`config.mk`:
```
export PLATFORM = sky130hd
export DESIGN_NAME = score_cal_fetch_ctrl
export DESIGN_NICKNAME = d
export VERILOG_FILES = /design/src/rtl/score_cal_fetch_ctrl.sv
export SDC_FILE = /design/constraint.sdc
export NUM_CORES = 1
export LEC_CHECK = 0
export CORE_MARGIN = 1.5
export CORE_UTILIZATION = 50
export DETAILED_ROUTE_END_ITERATION = 8
export DONT_BUFFER_PORTS = 1
export GPL_ROUTABILITY_DRIVEN = 1
export MAX_ROUTING_LAYER = met4
export SETUP_SLACK_MARGIN = 0.3
export SLEW_MARGIN = 20
export SYNTH_ARGS = -nofsm -noshare
export SYNTH_HDL_FRONTEND = slang
export SYNTH_SLANG_ARGS = --single-unit
```
`constraint.sdc`:
```
create_clock -name clk -period 3.74 [get_ports clk]
set_input_delay 0.374 -clock clk [delete_from_list [all_inputs] [get_ports clk]]
set_output_delay 0.374 -clock clk [all_outputs]
set_load 0.02 [all_outputs]
```
`src/rtl/score_cal_fetch_ctrl.sv`:
```
// Fetch sequencer for the point-score datapath: reads NUM_BYTES bytes per descriptor
// from feature RAMs A and B, packs them into words and hands each pair downstream.
module score_cal_fetch_ctrl #(
    parameter int ADDR_W    = 8,
    parameter int NUM_BYTES = 5
) (
    input  logic                   clk,
    input  logic                   rst,
    input  logic                   start,
    input  logic                   abort,
    input  logic [ADDR_W-1:0]      num_pairs,
    input  logic [ADDR_W-1:0]      base_a,
    input  logic [ADDR_W-1:0]      base_b,
    output logic                   mem_rd_en,
    output logic [ADDR_W-1:0]      mem_addr_a,
    output logic [ADDR_W-1:0]      mem_addr_b,
    input  logic [7:0]             mem_data_a,
    input  logic [7:0]             mem_data_b,
    output logic                   word_valid,
    input  logic                   word_ready,
    output logic [NUM_BYTES*8-1:0] word_a,
    output logic [NUM_BYTES*8-1:0] word_b,
    output logic [ADDR_W-1:0]      pair_idx,
    output logic                   busy,
    output logic                   done,
    output logic [2:0]             state_dbg
);

    localparam int CNT_W = (NUM_BYTES > 1) ? $clog2(NUM_BYTES) : 1;
    localparam logic [CNT_W-1:0]  LAST_BYTE = CNT_W'(NUM_BYTES - 1);
    localparam logic [ADDR_W-1:0] STRIDE    = ADDR_W'(NUM_BYTES);

    typedef enum logic [2:0] {
        IDLE    = 3'd0,
        FETCH   = 3'd1,
        LAST    = 3'd2,
        PRESENT = 3'd3,
        DONE    = 3'd4
    } state_t;

    state_t            state_q;
    logic [CNT_W-1:0]  byte_cnt;
    logic [CNT_W-1:0]  wr_idx;
    logic [ADDR_W-1:0] num_pairs_q;
    logic [ADDR_W-1:0] base_a_q;
    logic [ADDR_W-1:0] base_b_q;
    logic [ADDR_W-1:0] pair_off;
    logic [ADDR_W-1:0] next_off;

    assign state_dbg = state_q;

    // Byte that the data currently on mem_data_* belongs to (previous read).
    assign wr_idx   = byte_cnt - CNT_W'(1);
    assign next_off = pair_off + ADDR_W'(byte_cnt) + ADDR_W'(1);

    // Handshake: word_valid rises with a complete pair and holds word_a/word_b/pair_idx
    // stable until the cycle word_ready is also high; that edge transfers the pair.
    always_ff @(posedge clk) begin
        if (rst) begin
            state_q     <= IDLE;
            byte_cnt    <= '0;
            num_pairs_q <= '0;
            base_a_q    <= '0;
            base_b_q    <= '0;
            pair_off    <= '0;
            mem_rd_en   <= 1'b0;
            mem_addr_a  <= '0;
            mem_addr_b  <= '0;
            word_valid  <= 1'b0;
            word_a      <= '0;
            word_b      <= '0;
            pair_idx    <= '0;
            busy        <= 1'b0;
            done        <= 1'b0;
        end else if (abort && state_q != IDLE) begin
            state_q    <= IDLE;
            byte_cnt   <= '0;
            mem_rd_en  <= 1'b0;
            word_valid <= 1'b0;
            pair_idx   <= '0;
            busy       <= 1'b0;
            done       <= 1'b0;
        end else begin
            case (state_q)
                IDLE: begin
                    done <= 1'b0;
                    if (start) begin
                        busy <= 1'b1;
                        if (num_pairs != '0) begin
                            num_pairs_q <= num_pairs;
                            base_a_q    <= base_a;
                            base_b_q    <= base_b;
                            pair_idx    <= '0;
                            pair_off    <= '0;
                            byte_cnt    <= '0;
                            word_a      <= '0;
                            word_b      <= '0;
                            mem_rd_en   <= 1'b1;
                            mem_addr_a  <= base_a;
                            mem_addr_b  <= base_b;
                            state_q     <= FETCH;
                        end else begin
                            done    <= 1'b1;
                            state_q <= DONE;
                        end
                    end
                end
                FETCH: begin
                    if (byte_cnt != '0) begin
                        word_a[8*int'(wr_idx) +: 8] <= mem_data_a;
                        word_b[8*int'(wr_idx) +: 8] <= mem_data_b;
                    end
                    if (byte_cnt == LAST_BYTE) begin
                        mem_rd_en <= 1'b0;
                        byte_cnt  <= '0;
                        state_q   <= LAST;
                    end else begin
                        byte_cnt   <= byte_cnt + CNT_W'(1);
                        mem_addr_a <= base_a_q + next_off;
                        mem_addr_b <= base_b_q + next_off;
                    end
                end
                LAST: begin
                    word_a[8*(NUM_BYTES-1) +: 8] <= mem_data_a;
                    word_b[8*(NUM_BYTES-1) +: 8] <= mem_data_b;
                    word_valid <= 1'b1;
                    state_q    <= PRESENT;
                end
                PRESENT: begin
                    if (word_ready) begin
                        word_valid <= 1'b0;
                        if (pair_idx == num_pairs_q - ADDR_W'(1)) begin
                            done    <= 1'b1;
                            state_q <= DONE;
                        end else begin
                            // Next pair starts fetching immediately, no idle cycle.
                            pair_idx   <= pair_idx + ADDR_W'(1);
                            pair_off   <= pair_off + STRIDE;
                            word_a     <= '0;
                            word_b     <= '0;
                            mem_rd_en  <= 1'b1;
                            mem_addr_a <= base_a_q + pair_off + STRIDE;
                            mem_addr_b <= base_b_q + pair_off + STRIDE;
                            state_q    <= FETCH;
                        end
                    end
                end
                DONE: begin
                    done    <= 1'b0;
                    busy    <= 1'b0;
                    state_q <= IDLE;
                end
                default: begin
                    state_q <= IDLE;
                end
            endcase
        end
    end

endmodule

```
==> qor_table.md, run 1 <==
| Item | Value |
|:---|:---|
| Status | completed |
| Min-Delay Path Class | primary input to register |
| Post-layout nets | 1009 |
| Max clock buf depth | 2 |
| Number of cells on the worst reg-to-reg path | 15 |
| Tightest hold margin | 15.4 ps |
| Layout Skew | 21.8 ps |
| Maximum single-stage delay on the critical path | 410 ps |
| Static leakage power | 0.00327 uW |
| Area of combinational cells with multiple inputs | 4490 sq um |
| X dimension of the die | 127 um |
| Non-filler cells, final | 1105 |
| Combined area of all synthesized cells | 7710 sq um |
| Mapped Cells | 918 |
| Asr flop ratio synth | 0% |
| Gp weighted congestion | 0.899 |
| CP max-delay cell | sky130_fd_sc_hd__dfxtp_1 |
| CP Class | register to register |
| CTS sink count | 146 |
| Startpoint of the worst hold path | rst |
| Clock tree from TritonCTS | done |
| Placed Cells | 1075 |
| Slew Limit Headroom | 41.7% |
| Number of global-route vias before repair | 6632 |
| Clk Latency, worst-skew pair | 430 ps |
| Clock Tree Root | sky130_fd_sc_hd__clkbuf_16 |
| Crit path required time | 4090 ps |
| Crit path time final | 3270 ps |
| Crit-path max FO | 9 |
| Utilization of the core after routing | 56.0% |
| Worst reg2reg path startpoint | byte_cnt[0] |
| Post-route ant nets | 0 |
| Distinct cells, synth | 67 |
| F_max | 0.306 GHz |
| Violation count after the first detailed-route iteration | 630 |
| Unrepaired setup endpoints after global routing | false |
| Antenna diodes | 0 |
| Instance count along the most critical hold path | 1 |
| Fraction of layout cells with a size suffix above 1 | 8.07% |
| Die area | 16200 sq um |
| Global-route congestion overflow total | 0 |
| Ys Warns | 0 |
| Ordered cell list for the critical path | inv_2, ha_1, inv_1, fa_1, a21oi_2, nor2b_1, xor2_1, ha_1, or3_1, a211o_1, a21oi_1, xnor2_1, o221ai_1, nor2_1, nor3_1 |
| Worst Setup End Kind | register |
| Arrival time of the worst setup path | 3620 ps |
| Number of ports placed on the die boundary | 156 |
| Synth Net Count | 1021 |
| Post-place setup slack | 347 ps |
| Effective utilization at floorplan | 50.9% |
| Level count of the clock H-tree | 4 |
| Period utilization | 87.4% |
| Endpoints failing setup | 0 |
| Port Buffer Count | 0 |
| Total routing usage reported by global routing | 27.8% |
| Mapped Avg Cell Area | 8.39 sq um |
| FF/Latch Area | 2920 sq um |
| Via total after detailed routing | 6904 |
| Half-perimeter wire length of the detailed placement result | 15.9 mm |
| Count of standard-cell rows | 45 |
| Number of max-cap violations | 0 |
| Ys flop type | sky130_fd_sc_hd__dfxtp_1 |
| Highest ir drop seen on vdd | 309 uV |
| Layout overhead on the synthesized area | 10.0% |
| Number of hold violations in the final report | 0 |
| Wire length of the first global-routing pass | 34.4 mm |
| Via/cell ratio | 6.25 |
| EDFF count, synth | 0 |
| CTS Hold Bufs | 0 |
| Setup TNS Final | 0 ps |
| Fillcell total | 1375 |
| Core Box Area | 15100 sq um |
| Antenna violations before repair | 0 |
| Part of the Yosys area used for sequential elements | 37.9% |
| Height of the chip | 127 um |
| Critical path startpoint | byte_cnt[0] |
| CTS buffer count | 17 |
| Startpoint types | register |
| CTS clock-pin slew for the worst setup and hold paths | 60 ps |
| P per Cell Area | 453 nW/um^2 |
| DRT Wirelength | 21.8 mm |
| Cell type with the highest occurrence count on the critical path | sky130_fd_sc_hd__ha_1 |
| Final count of pins violating max slew | 0 |
| Maximum number of pins on one net before global-route repair | 92 |
| Post-route setup slack | 472 ps |
| FF+latch count, synth | 146 |
| Worst slew pin tran | 867 ps |
| Detailed-router iteration count before antenna repair | 7 |
| Average wire per cell in the routed design | 19.8 um |
| Residual DRC | 0 |
[cells in the final DEF (no fill, tap or decap), drive strengths merged, types with 7 or more instances in the layout]
master / synthesis / layout
nand2b: 8 / 8
nor2: 44 / 44
nand3: 8 / 8
nor3: 19 / 19
o211ai: 14 / 14
inv: 35 / 38
xor2: 15 / 15
a22o: 32 / 32
ha: 53 / 53
and2: 7 / 7
clkbuf: 36 / 19
nor4: 7 / 7
o21ai: 23 / 23
xnor2: 26 / 26
nand2: 142 / 142
a21oi: 120 / 120
or4: 7 / 7
dfxtp: 146 / 146
nand4: 50 / 50
a211oi: 11 / 11
buf: 16 / 21
nor2b: 10 / 10
[per-layer routing]
layer / GRT usage (%) / share of wire [%] / vias up
met4: 10.9 / 2.1 / 0
met5: - / 0 / -
met3: 7.96 / 7.9 / 37
met1: 34.5 / 44 / 3335
met2: 42.9 / 46 / 235
li1: - / - / 3297
[cell families after synthesis]
group | count (synthesis) | synth area share [%]
muxes | 4 | 0.520
and+or+nand+nor | 326 | 21.1
AOI/OAI and AO/OA | 256 | 21.4
adders and majority gates | 58 | 9.90
DFF | 146 | 37.9
xor gates and xnor gates | 41 | 4.66
buffers and inverters | 87 | 4.50
[where the power goes]
| group | switching, uW | internal (uW) | total [uW] | leakage, uW |
|---|---|---|---|---|
| logic | 338 | 201 | 539 | 0.00182 |
| clock network | 680 | 914 | 1590 | 0.000265 |
| registers | 97.8 | 1610 | 1710 | 0.00119 |
| total | 1120 | 2730 | 3840 | 0.00327 |
[stage by stage]
stage | instance area, sq um | power (uW)
floorplan | 7710 | 2130
CTS | 8470 | 3870
global placement | 7930 | 2250
global route | 8480 | 4010
detailed placement | 7930 | 2270
finish | 8480 | 3840
[worst max-delay path, delay by kind of cell (launching register included)]
kind | cells | cell delay, ps
AOI/OAI and AO/OA | 4 | 810
and+or+nand+nor | 4 | 670
xor gates and xnor gates | 2 | 270
buffers and inverters | 2 | 210
adders and majority gates | 3 | 820
DFF | 1 | 410
[Yosys cell counts, types with 4 or more instances]
master	instances	area, sq um
sky130_fd_sc_hd__clkbuf_1	36	135
sky130_fd_sc_hd__a211oi_1	9	67.6
sky130_fd_sc_hd__nor3_1	18	90.1
sky130_fd_sc_hd__mux2i_1	4	40.0
sky130_fd_sc_hd__or4_1	6	45.0
sky130_fd_sc_hd__o31ai_1	5	37.5
sky130_fd_sc_hd__xor2_1	15	131
sky130_fd_sc_hd__buf_2	13	65.1
sky130_fd_sc_hd__nor2_1	43	161
sky130_fd_sc_hd__or3_1	6	37.5
sky130_fd_sc_hd__fa_1	5	100
sky130_fd_sc_hd__nand2_1	142	533
sky130_fd_sc_hd__and2_1	6	37.5
sky130_fd_sc_hd__o21ai_0	23	115
sky130_fd_sc_hd__inv_1	35	131
sky130_fd_sc_hd__a21o_1	5	37.5
sky130_fd_sc_hd__a21boi_0	4	30.0
sky130_fd_sc_hd__nand3_1	8	40.0
sky130_fd_sc_hd__and3_1	5	31.3
sky130_fd_sc_hd__o22ai_1	4	25.0
sky130_fd_sc_hd__o21bai_1	5	37.5
sky130_fd_sc_hd__nand2b_1	8	50.1
sky130_fd_sc_hd__nand4_1	50	313
sky130_fd_sc_hd__o211ai_1	14	105
sky130_fd_sc_hd__a21oi_1	119	596
sky130_fd_sc_hd__o21a_1	5	37.5
sky130_fd_sc_hd__dfxtp_1	146	2920
sky130_fd_sc_hd__a22o_1	32	280
sky130_fd_sc_hd__a31oi_1	5	31.3
sky130_fd_sc_hd__xnor2_1	26	228
sky130_fd_sc_hd__nor4_1	5	31.3
sky130_fd_sc_hd__ha_1	53	663
sky130_fd_sc_hd__nor2b_1	10	62.6
[final cells by class]
cell class | count | share of cell area, %
clock inverters | 11 | 1.27
clock buffers | 19 | 5.11
inverters | 35 | 1.55
multi-input cells | 685 | 52.9
flip-flops and latches | 146 | 34.5
well taps | 188 | 2.77
repair buffers | 21 | 1.86
[flip-flops by register name, summed over array words and instances, names as in the netlist]
register     cells
mem_addr_b       8
pair_idx         8
word_b          40
byte_cnt         3
num_pairs_q      8
busy             1
base_b_q         8
pair_off         8
word_a          40
mem_addr_a       8
mem_rd_en        1
done             1
word_valid       1
base_a_q         8
state_dbg        3
[path summary, 6_finish.rpt]
path	to	slack [ps]
setup / recovery	mem_addr_a[7]	470
hold / removal	word_b[15]	20
setup reg to reg	mem_addr_a[7]	470
hold reg to reg	num_pairs_q[7]	470
[timing repair]
| item | in CTS | in global routing |
|---|---|---|
| resized for setup | 0 | 3 |
| setup buffers | 0 | 0 |
| setup endpoints to repair | 0 | 18 |
No activity file was read; power rests on OpenSTA's default activity.
==> run 2: changes to the inputs <==
--- a/config.mk
+++ b/config.mk
@@ -10,7 +10,6 @@
 export DETAILED_ROUTE_END_ITERATION = 8
 export DONT_BUFFER_PORTS = 1
 export GPL_ROUTABILITY_DRIVEN = 1
-export MAX_ROUTING_LAYER = met4
 export SETUP_SLACK_MARGIN = 0.3
 export SLEW_MARGIN = 20
 export SYNTH_ARGS = -nofsm -noshare
==> run 2 against run 1 <==
Compared with the run above:
- non-clock buffer count did not move
- critical path depth is the same
- core utilization is 0.59 points higher
- clock-buffer cell count grew 1
- first-iteration DRC count decreased by 27%
- maximum frequency rose by 0.58%
- final cell count up 0.18%
- sequential share of layout area shrank 0.35 points
- sequential cell count stayed put
- via count shrank 0.75%
- design area is 1.1% higher
- clock skew down 15 ps
==> qor_table.md, run 2 (synthesized netlist as in run 1, its figures left out) <==
| Item | Value |
|:---|:---|
| Number of hold violations in the final report | 0 |
| Number of global-route vias before repair | 6646 |
| Met3 layer wire length in the routed design | 1.76 mm |
| Reg-to-reg setup timing slack | 490 ps |
| Most frequent standard cell in the layout excluding fill and tap cells | sky130_fd_sc_hd__dfxtp_1 |
| Fraction of layout cells with a size suffix above 1 | 8.60% |
| Met1 routed wirelength after detailed routing | 9.65 mm |
| X dimension of the die | 127 um |
| Post-route setup slack | 491 ps |
| F_max | 0.308 GHz |
| Detailed-router iteration count before antenna repair | 5 |
| Post-place setup slack | 245 ps |
| CTS clock-pin slew for the worst setup and hold paths | 60 ps |
| Gp weighted congestion | 0.888 |
| Min-Delay Path Class | primary input to register |
| Residual DRC | 0 |
| Count of standard-cell rows | 45 |
| CTS-repair resized insts | 1 |
| Static leakage power | 0.00332 uW |
| Crit-path max FO | 4 |
| Via total after detailed routing | 6852 |
| Arrival time of the worst setup path | 3600 ps |
| Commonest non-fill, non-tap cells in the layout | 144 x sky130_fd_sc_hd__dfxtp_1, 141 x sky130_fd_sc_hd__nand2_1, 118 x sky130_fd_sc_hd__a21oi_1 |
| Status | completed |
| Antenna violations before repair | 0 |
| Die area | 16200 sq um |
| P per Cell Area | 475 nW/um^2 |
| Crit Reg-Reg Endpoint | mem_addr_a[7] |
| Level count of the clock H-tree | 4 |
| Worst Setup End Kind | register |
| Unrepaired setup endpoints after global routing | false |
| Global-route congestion overflow total | 0 |
| Effective utilization at floorplan | 50.9% |
| CTS sink count | 146 |
| Core Box Area | 15100 sq um |
| Post-route ant nets | 0 |
| Wire length of the first global-routing pass | 35.6 mm |
| Clock Tree Root | sky130_fd_sc_hd__clkbuf_16 |
| Half-perimeter wire length of the detailed placement result | 15.9 mm |
| Period utilization | 86.9% |
| Antenna diodes | 0 |
| Final count of pins violating max slew | 0 |
| Clk Latency, worst-skew pair | 420 ps |
| Layout overhead on the synthesized area | 11.2% |
| Slew Limit Headroom | 47.2% |
| Height of the chip | 127 um |
| Startpoint types | register |
| Average wire per cell in the routed design | 19.9 um |
| CP Class | register to register |
| Destination of the critical timing path | mem_addr_a[7] |
| Post-layout nets | 1009 |
| Crit path time final | 3250 ps |
| Top routing layer used | met4 |
| Highest ir drop seen on vdd | 344 uV |
| Clock tree from TritonCTS | done |
| Number of cells on the worst reg-to-reg path | 15 |
| Met2 wire len | 10.2 mm |
| DRT Wirelength | 22.0 mm |
| Critical path startpoint | pair_off[0] |
| Violation count after the first detailed-route iteration | 459 |
| Number of setup buffers added after CTS | 0 |
| Utilization of the core after routing | 56.6% |
| Max clock buf depth | 2 |
| Number of ports placed on the die boundary | 156 |
| Worst slew pin tran | 784 ps |
| Total routing usage reported by global routing | 27.9% |
| CTS Hold Bufs | 0 |
| Registers with the most flip-flops | word_a x40, word_b x40 |
| Port Buffer Count | 0 |
| Number of max-cap violations | 0 |
| Maximum number of pins on one net before global-route repair | 92 |
| Setup TNS Final | 0 ps |
| Endpoints failing setup | 0 |
| Via/cell ratio | 6.19 |
| Crit path required time | 4090 ps |
| CTS buffer count | 17 |
| Layout Skew | 6.86 ps |
| Worst reg2reg path startpoint | pair_off[0] |
## run 2: how the worst min path moves through the flow
| stage | cells after the start | startpoint | slack, ps | end |
|---|---|---|---|---|
| 3_3_place_gp | 1 | rst | 450 | word_b[7] |
| 6_report | 1 | rst | 30 | word_b[15] |
| 3_5_place_dp | 1 | rst | 460 | word_b[7] |
| 4_1_cts | 1 | rst | 8 | word_b[15] |
| 5_1_grt | 1 | rst | 10 | word_b[14] |
| 2_1_floorplan | 2 | base_a_q[7] | 450 | base_a_q[7] |
## run 2: cell type report
type / instances / area, sq um
Clock inverter: 12 / 170
Clock buffer: 20 / 457
Sequential cell: 146 / 2930
Multi-Input combinational cell: 685 / 4490
Tap cell: 188 / 235
Fill cell: 1387 / 6580
Timing Repair Buffer: 21 / 158
Inverter: 35 / 131
## run 2: power by group
group / internal [uW] / switching, uW / total [uW]
logic: 201 / 341 / 542
clock network: 1100 / 712 / 1820
registers: 1610 / 98.2 / 1710
## run 2: critical path, cell delays in order (launching register included)
cell	delay (ps)
sky130_fd_sc_hd__dfxtp_1	330
sky130_fd_sc_hd__inv_1	170
sky130_fd_sc_hd__ha_1	200
sky130_fd_sc_hd__inv_1	50
sky130_fd_sc_hd__fa_1	410
sky130_fd_sc_hd__a21oi_2	180
sky130_fd_sc_hd__nor2b_1	80
sky130_fd_sc_hd__xor2_1	170
sky130_fd_sc_hd__ha_1	250
sky130_fd_sc_hd__or3_1	380
sky130_fd_sc_hd__a211o_1	270
sky130_fd_sc_hd__a21oi_1	170
sky130_fd_sc_hd__xnor2_1	110
sky130_fd_sc_hd__o221ai_1	190
sky130_fd_sc_hd__nor2_1	60
sky130_fd_sc_hd__nor3_1	160
## run 2: stage by stage
step / cells / power (uW) / hold slack (ps) / area (sq um)
3_5_place_dp: 1075 / 2270 / 457 / 7930
6_report: 1107 / 4070 / 26.8 / 8570
5_1_grt: 1107 / 4240 / 12.1 / 8570
4_1_cts: 1107 / 4090 / 8.38 / 8560
2_1_floorplan: 918 / 2130 / 448 / 7710
3_3_place_gp: 1075 / 2250 / 455 / 7930
## run 2: metal layers
layer / vias up / track usage (%)
met5: - / 0
met4: 0 / 9.89
met3: 29 / 8.29
met2: 228 / 44.3
met1: 3304 / 36.1
li1: 3291 / -
